File: config.mk
export PLATFORM = sky130hd
export DESIGN_NAME = srlatch_exerciser
export DESIGN_NICKNAME = d
export VERILOG_FILES = /design/src/rtl/srlatch_pkg.sv /design/src/rtl/srlatch_step_rom.sv /design/src/rtl/srlatch_exerciser.sv
export SDC_FILE = /design/constraint.sdc
export NUM_CORES = 1
export LEC_CHECK = 0
export ABC_CLOCK_PERIOD_IN_PS = 2200
export BUFFER_PORTS_ARGS = -buffer_cell sky130_fd_sc_hd__buf_2
export CAP_MARGIN = 5
export CORE_ASPECT_RATIO = 0.9
export CORE_MARGIN = 2
export CORE_UTILIZATION = 50
export CTS_CLUSTER_SIZE = 30
export DETAILED_ROUTE_END_ITERATION = 10
export GPL_TIMING_DRIVEN = 1
export PLACE_DENSITY = 0.75
export SETUP_SLACK_MARGIN = 0.02
export SYNTH_ARGS = -nofsm -noshare
export SYNTH_HDL_FRONTEND = slang
export SYNTH_SLANG_ARGS = --single-unit
File: constraint.sdc
create_clock -name clk -period 2.2 [get_ports clk]
set_clock_uncertainty 0.2 [all_clocks]
set_input_delay 0.44 -clock clk [delete_from_list [all_inputs] [get_ports clk]]
set_output_delay 0.44 -clock clk [all_outputs]
set_load 0.02 [all_outputs]
File: src/rtl/srlatch_pkg.sv
`timescale 1ns/1ps
// Shared types and constants for the SR-latch exerciser: FSM states, the
// seven-step command sequence and the per-step drive/expect record.
package srlatch_pkg;

    typedef enum logic [1:0] {
        IDLE  = 2'd0,
        DRIVE = 2'd1,
        CHECK = 2'd2,
        DONE  = 2'd3
    } state_t;

    localparam int         STEP_COUNT = 7;
    localparam logic [2:0] NO_FAIL    = 3'd7;

    // Step encodings, in the order the sequence runs them.
    localparam logic [2:0] STEP_INIT    = 3'd0;
    localparam logic [2:0] STEP_SET     = 3'd1;
    localparam logic [2:0] STEP_HOLD1   = 3'd2;
    localparam logic [2:0] STEP_RESET   = 3'd3;
    localparam logic [2:0] STEP_HOLD0   = 3'd4;
    localparam logic [2:0] STEP_ILLEGAL = 3'd5;
    localparam logic [2:0] STEP_RETURN  = 3'd6;
    localparam logic [2:0] LAST_STEP    = 3'(STEP_COUNT - 1);

    // What one step drives onto S/R and what a NOR latch should answer.
    typedef struct packed {
        logic s;
        logic r;
        logic exp_q;
        logic exp_qn;
        logic check_en;
    } step_entry_t;

endpackage

File: src/rtl/srlatch_step_rom.sv
`timescale 1ns/1ps
// Combinational step table: step index -> {S, R, expected Q, expected Qn,
// check enable}. Init and return steps are driven but never checked; the
// return from S=R=1 to hold is a race in a real NOR latch.
module srlatch_step_rom
    import srlatch_pkg::*;
(
    input  logic [2:0]  step,
    output step_entry_t entry
);

    // Decode the step index into its drive and expectation record.
    always_comb begin
        // NOTE: a default before the case keeps every path assigned, so no latch is inferred.
        entry = '0;
        case (step)
            STEP_INIT:    entry = '{s: 1'b0, r: 1'b0, exp_q: 1'b0, exp_qn: 1'b0, check_en: 1'b0};
            STEP_SET:     entry = '{s: 1'b1, r: 1'b0, exp_q: 1'b1, exp_qn: 1'b0, check_en: 1'b1};
            STEP_HOLD1:   entry = '{s: 1'b0, r: 1'b0, exp_q: 1'b1, exp_qn: 1'b0, check_en: 1'b1};
            STEP_RESET:   entry = '{s: 1'b0, r: 1'b1, exp_q: 1'b0, exp_qn: 1'b1, check_en: 1'b1};
            STEP_HOLD0:   entry = '{s: 1'b0, r: 1'b0, exp_q: 1'b0, exp_qn: 1'b1, check_en: 1'b1};
            STEP_ILLEGAL: entry = '{s: 1'b1, r: 1'b1, exp_q: 1'b0, exp_qn: 1'b0, check_en: 1'b1};
            STEP_RETURN:  entry = '{s: 1'b0, r: 1'b0, exp_q: 1'b0, exp_qn: 1'b0, check_en: 1'b0};
            default:      entry = '0;
        endcase
    end

endmodule

File: src/rtl/srlatch_exerciser.sv
`timescale 1ns/1ps
// On-board exerciser for an SR latch: on start it walks the seven-step S/R
// sequence, holds each step SETTLE cycles, samples Q/Qn in a one-cycle CHECK
// and tallies mismatches against the ideal NOR-latch response.
module srlatch_exerciser
    import srlatch_pkg::*;
#(
    parameter int SETTLE = 2
) (
    input  logic       clk,
    input  logic       rst,
    input  logic       start,
    input  logic       Q,
    input  logic       Qn,
    output logic       S,
    output logic       R,
    output logic       busy,
    output logic       done,
    output logic       pass,
    output logic [2:0] err_count,
    output logic [2:0] fail_step,
    output logic [2:0] step
);

    generate
        if (SETTLE < 1) begin : g_bad_settle
            $error("srlatch_exerciser: SETTLE must be at least 1");
        end
    endgenerate

    localparam int             CNT_W    = $clog2(SETTLE + 1);
    localparam logic [CNT_W-1:0] CNT_LAST = CNT_W'(SETTLE - 1);

    state_t            state, state_d;
    logic [CNT_W-1:0]  cnt, cnt_d;
    logic [2:0]        step_d, err_d, fail_d;
    logic              s_d, r_d;
    logic              mismatch;
    step_entry_t       cur_entry;
    step_entry_t       nxt_entry;

    // Expectation for the step being checked now.
    srlatch_step_rom u_check_rom (
        .step  (step),
        .entry (cur_entry)
    );

    // Drive values for the step the FSM is moving into, so S/R are registered
    // on the same edge that advances the step.
    srlatch_step_rom u_drive_rom (
        .step  (step_d),
        .entry (nxt_entry)
    );

    assign mismatch = cur_entry.check_en &&
                      ({Q, Qn} != {cur_entry.exp_q, cur_entry.exp_qn});

    // Next-state, settle counter, step advance and error bookkeeping.
    always_comb begin
        state_d = state;
        cnt_d   = cnt;
        step_d  = step;
        err_d   = err_count;
        fail_d  = fail_step;
        case (state)
            IDLE, DONE: begin
                if (start) begin
                    state_d = DRIVE;
                    cnt_d   = '0;
                    step_d  = STEP_INIT;
                    err_d   = '0;
                    fail_d  = NO_FAIL;
                end
            end
            DRIVE: begin
                if (cnt == CNT_LAST) begin
                    state_d = CHECK;
                    cnt_d   = '0;
                end else begin
                    cnt_d = cnt + 1'b1;
                end
            end
            CHECK: begin
                if (mismatch) begin
                    err_d = err_count + 3'd1;
                    if (fail_step == NO_FAIL) begin
                        fail_d = step;
                    end
                end
                if (step == LAST_STEP) begin
                    state_d = DONE;
                    step_d  = STEP_INIT;
                end else begin
                    state_d = DRIVE;
                    step_d  = step + 3'd1;
                end
            end
            default: state_d = IDLE;
        endcase
        s_d = ((state_d == DRIVE) || (state_d == CHECK)) ? nxt_entry.s : 1'b0;
        r_d = ((state_d == DRIVE) || (state_d == CHECK)) ? nxt_entry.r : 1'b0;
    end

    // State and datapath registers with synchronous reset.
    always_ff @(posedge clk) begin
        // NOTE: non-blocking assignments so every register samples the pre-edge values.
        if (rst) begin
            state     <= IDLE;
            cnt       <= '0;
            step      <= STEP_INIT;
            err_count <= '0;
            fail_step <= NO_FAIL;
            S         <= 1'b0;
            R         <= 1'b0;
        end else begin
            state     <= state_d;
            cnt       <= cnt_d;
            step      <= step_d;
            err_count <= err_d;
            fail_step <= fail_d;
            S         <= s_d;
            R         <= r_d;
        end
    end

    // Status flags decode straight from the registered state.
    always_comb begin
        busy = (state == DRIVE) || (state == CHECK);
        done = (state == DONE);
        pass = (state == DONE) && (err_count == 3'd0);
    end

endmodule

# Yosys cells after proc, flatten, opt, wreduce, memory -nomap -nowiden
# Cells that the tools add are included.
# Widths: inputs -> output; s select.
[totals]
in_bits = 5
register_bits = 15
out_inout_bits = 14
word_cells = 65
[classes]
bitwise_logic = 1
eq_ne = 22
reduce_logical = 13
mux = 19
add_sub_neg = 3
[op_table]
columns = ["op", "n"]
rows = [
  ["$pmux 5 s5", 1],
  ["$mux 3", 7],
  ["$eq 3x3->1 const B", 6],
  ["$pmux 3 s2", 3],
  ["$pmux 3 s5", 1],
  ["$eq 3x2->1 const B", 4],
  ["$mux 2", 5],
  ["$add 3x1->3 const B", 2],
  ["$eq 2x1->1 const B", 3],
  ["$eq 2x2->1 const B", 3],
  ["$eq 3x1->1 const B", 2],
  ["$ne 2x2->1 const B", 3],
  ["$pmux 2 s3", 1],
  ["$pmux 2 s2", 1],
  ["$reduce_and 4->1", 1],
  ["$reduce_bool 2->1", 2],
  ["$reduce_or 2->1", 2],
  ["$logic_not 3->1", 1],
  ["$reduce_and 3->1", 1],
  ["$add 2x1->2 const B", 1],
  ["$logic_and 1x1->1", 2],
  ["$logic_not 2->1", 1],
  ["$logic_or 1x1->1", 2],
  ["$ne 2x2->1", 1],
  ["2 further kinds", 2],
]

# Depth between registers and ports, before layout
[depth]
ltp_word = 7
ltp_mapped = 8
ltp_nobuf = 7

# By module
# A second synthesis with hierarchy kept.
[unflattened]
cells_unflattened = 119
hier_area_um2 = 939.7
[by_module_without_submodules]
columns = ["module", "seq_area_each_um2", "n_inst", "cells_per_inst", "area_each_um2"]
rows = [
  ["srlatch_exerciser", 300.3, 1, 97, 797.0],
  ["srlatch_step_rom", 0.0, 2, 11, 71.3],
]

# Worst setup path after synthesis
# Ideal clock, no wire load.
[synth_timing]
path_type = "register to register"
start = "register state[0]"
end = "register fail_step[0]"
arrival_time_ns = 1.529
slack_ns = 0.349
n_path_buf = 1
period_less_slack_ns = 1.851
stages_incl_launch_ff = 7
setup_time_ns = 0.122
required_ns = 1.878
cell_sequence = "dfxtp_1 inv_1 ha_1 buf_2 o21ai_1 nand3_4 o32a_1"
[synth_between]
elab_chain_len = 4
elab_cells_between_ends = 10
cone_classes = "eq/ne (5); mux (1); reduce/logical (4)"
[synth_lines]
columns = ["item", "line_no", "text"]
rows = [
  ["start: declaration", "srlatch_exerciser.sv:34", "state_t state, state_d;"],
  ["start signal: assignment", "srlatch_exerciser.sv:116", "state <= state_d;"],
  ["$eq 2x2->1 / $logic_not 2->1 (equally long branches)", "srlatch_exerciser.sv:65", "case (state)"],
  ["$reduce_or 2->1", "srlatch_exerciser.sv:65", ""],
  ["$ne 2x2->1 (no line) / $reduce_bool 2->1 (equally long branches)", "-", ""],
  ["$reduce_and 4->1 (no line)", "-", ""],
  ["end signal: assignment", "srlatch_exerciser.sv:120", "fail_step <= fail_d;"],
  ["end: declaration", "srlatch_exerciser.sv:21", "output logic [2:0] fail_step,"],
]
# Several ways; a longest one is shown, not always the timed one.
# A chain may end at the register's enable or synchronous reset.

# Worst setup path after layout
[layout_timing]
start = "register state[0]"
end = "output port busy"
[layout_between]
elab_chain_len = 2
elab_cells_between_ends = 3
cone_classes = "eq/ne (2); reduce/logical (1)"
[layout_lines]
columns = ["item", "line_no", "text"]
rows = [
  ["$eq 2x1->1 / $eq 2x2->1 (equally long branches)", "srlatch_exerciser.sv:128", "busy = (state == DRIVE) || (state == CHECK);"],
  ["$logic_or 1x1->1 *", "srlatch_exerciser.sv:128", ""],
  ["end: declaration", "srlatch_exerciser.sv:17", "output logic busy,"],
]
# Every way passes the cells marked *; elsewhere a longest branch is shown, timed or not.

==> qor.yml <==
global_route:
  overflow: 0
  grt_pass1_wl_mm: 2.48
  track_usage: 0.172
  grt_max_degree: 12
  antenna_found_initial: 0
  grt_pass1_vias: 603
worst_setup_path:
  cp_max_fo: 9
  end_kind: "primary output"
  arrival_ns: 1.40
  reg2reg_to: "fail_step[0]$_SDFFE_PP1P_"
  crit_type: "reg -> out"
  reg2reg_depth: 6
  r2r_start: "state[0]$_SDFF_PP0_"
  reg2reg_slack_ns: 0.22
  cp.required_ns: 1.56
  worstSetupStartpointType: "register"
placed_design:
  hpwl_mm: 1.19
  place_ws_ns: 0.231
  io_buffers: 18
  place.gp.congestion: 0.717
floorplanning:
  fp-row-count: 13
  core_area_sq_um: 1500
  die_w_microns: 46.8
  io_pins: 19
  start_util: 0.550
  dieArea_sq_um: 1990
  die_h_microns: 42.5
clock_tree:
  cts_setup_buffers: 0
  htree_num_levels: 1
  clk_latency_ns: 0.28
  clockBufferDepth: 2
  cts_sinks: 15
  hold_buffers: 0
  clk_pin_slew_ns: 0.08
  ctsResizeCount: 0
  cts_buffers: 3
  cts_tree: "done"
  root_buffer: "clkbuf_4"
drt:
  via_per_inst: 5.26
  wl_per_cell_microns: 11.3
  dr.pass1.iters: 4
  drt_iter0_drc: 6
  wl_mm: 1.54
  postRouteAntennaNets: 0
  drc: 0
  dr_total_vias: 721
synth:
  ys_types: 32
  yosys_warnings: 0
  synth_area_leaders: "dfxtp_1, ha_1, nand2b_1"
  ys.flop_type: "dfxtp_1"
  avgSynthCellArea_sq_um: 8.58
  synth_cells: 96
  synth_area_sq_um: 823
  yosys.area.top_type_share: 0.365
  ys_seq_area_frac: 0.365
  syn_nets: 106
  synth.most_common_cell: "dfxtp_1"
  async_flop_share: 0
  synth_edf_count: 0
  ys_ff_latch: 15
  synth_top_area_cell: "dfxtp_1"
  synthTopCellsByCount: "dfxtp_1, nand2_1, nand2b_1, nor2_1, nor2b_1"
sta:
  slew_headroom: 0.720
  setup_viol: 0
  tns_ns: 0
  min_period_ns: 2.04
  rsz0062_at_grt: "false"
  hold_violations: 0
  drv_slew: 0
  fmax_ghz: 0.489
  post-route-period-util: 0.929
  max_slew.worst_pin.slew_ns: 0.418
  fin_ws_ns: 0.155
pwr:
  power_density_nw_per_um2: 563
  vdd_drop_max_v: 0.000446
  p_leak_nw: 0.433
cells_and_area:
  syn_to_final_growth_pct: 16.0
  diodes: 0
  multiInputGateArea_sq_um: 484
  layout-drive-gt1-share: 0.226
  final_util: 0.638
  nets: 126
  n_fill_cell: 152
  register_area_sq_um: 300
flow_run:
  maxCapViolations: 0
min_path:
  holdCritStartpoint: "rst"
  min_delay_worst_endpoint: "step[1]$_SDFF_PP0_"
  holdPathStages: 2
  min_path_type: "in -> reg"
status:
  status: "finished clean"
-- metal layers --
metal / GRT usage / wire [microns] / vias to the layer above
met5: 0 / 0 / -
met4: 0.100 / 29 / 0
met3: 0.0259 / 55 / 4
met2: 0.255 / 659 / 15
met1: 0.230 / 798 / 324
li1: - / - / 378
-- cell families after synthesis --
family          share of synthesized area
buf+inv                            0.0471
fa+ha+maj                          0.0760
mux                                0.0502
simple gates                        0.251
compound gates                      0.190
xor+xnor                           0.0213
flops                               0.365
-- critical path, stage by stage (launching register included) --
cell     delay [ns]
dfxtp_1        0.41
inv_1          0.07
ha_1           0.43
inv_1          0.07
buf_2          0.16
-- registers in the layout, summed over array words and instances, names as in the netlist --
signal,cells
err_count,3
state,2
fail_step,3
R,1
S,1
cnt,2
step,3
-- power by group --
| group | internal (mW) | total, mW | switching, mW |
|---|---|---|---|
| sequential | 0.277 | 0.284 | 0.00660 |
| combinational | 0.0382 | 0.101 | 0.0626 |
| clock | 0.0703 | 0.153 | 0.0827 |
-- cell type report --
type | instances | area share
clock buffers | 4 | 0.0275
inverters | 7 | 0.0275
multi-input cells | 71 | 0.507
flip-flops and latches | 15 | 0.315
well taps | 22 | 0.0288
repair buffers | 18 | 0.0944
-- placed cells by master, fill, tap and decap left out, types with 2 or more instances in the layout --
cell type | synthesis | final
ha_1 | 5 | 5
inv_1 | 5 | 5
inv_2 | 2 | 2
dfxtp_1 | 15 | 15
nor2_1 | 8 | 8
a22o_1 | 2 | 2
clkbuf_4 | 0 | 3
mux2i_1 | 3 | 3
nor2b_1 | 6 | 6
o21ai_0 | 4 | 4
buf_2 | 1 | 18
nand2_1 | 8 | 8
o32a_1 | 3 | 3
nor3_1 | 3 | 3
nand2b_1 | 8 | 8
nand4_1 | 2 | 2
a22oi_1 | 2 | 2
o21ai_1 | 3 | 3
-- per-stage QoR --
step           instances  total power [mW]  instance area, sq um  hold slack, ns
3_5_place_dp         133             0.391                   928           0.265
5_1_grt              137             0.570                   955           0.265
6_report             137             0.538                   955           0.251
2_1_floorplan         96             0.369                   823           0.250
3_3_place_gp         133             0.388                   928           0.261
4_1_cts              137             0.544                   955           0.249
-- worst max-delay path by stage --
stage / start / endpoint / cells after the start
6_report: state[0]$_SDFF_PP0_ / busy / 4
3_3_place_gp: state[0]$_SDFF_PP0_ / fail_step[2]$_SDFFE_PP1P_ / 5
4_1_cts: state[0]$_SDFF_PP0_ / busy / 4
3_5_place_dp: Qn / fail_step[0]$_SDFFE_PP1P_ / 6
5_1_grt: state[0]$_SDFF_PP0_ / busy / 4
2_1_floorplan: state[0]$_SDFF_PP0_ / fail_step[0]$_SDFFE_PP1P_ / 6
Power figures use the tool's default switching activity.
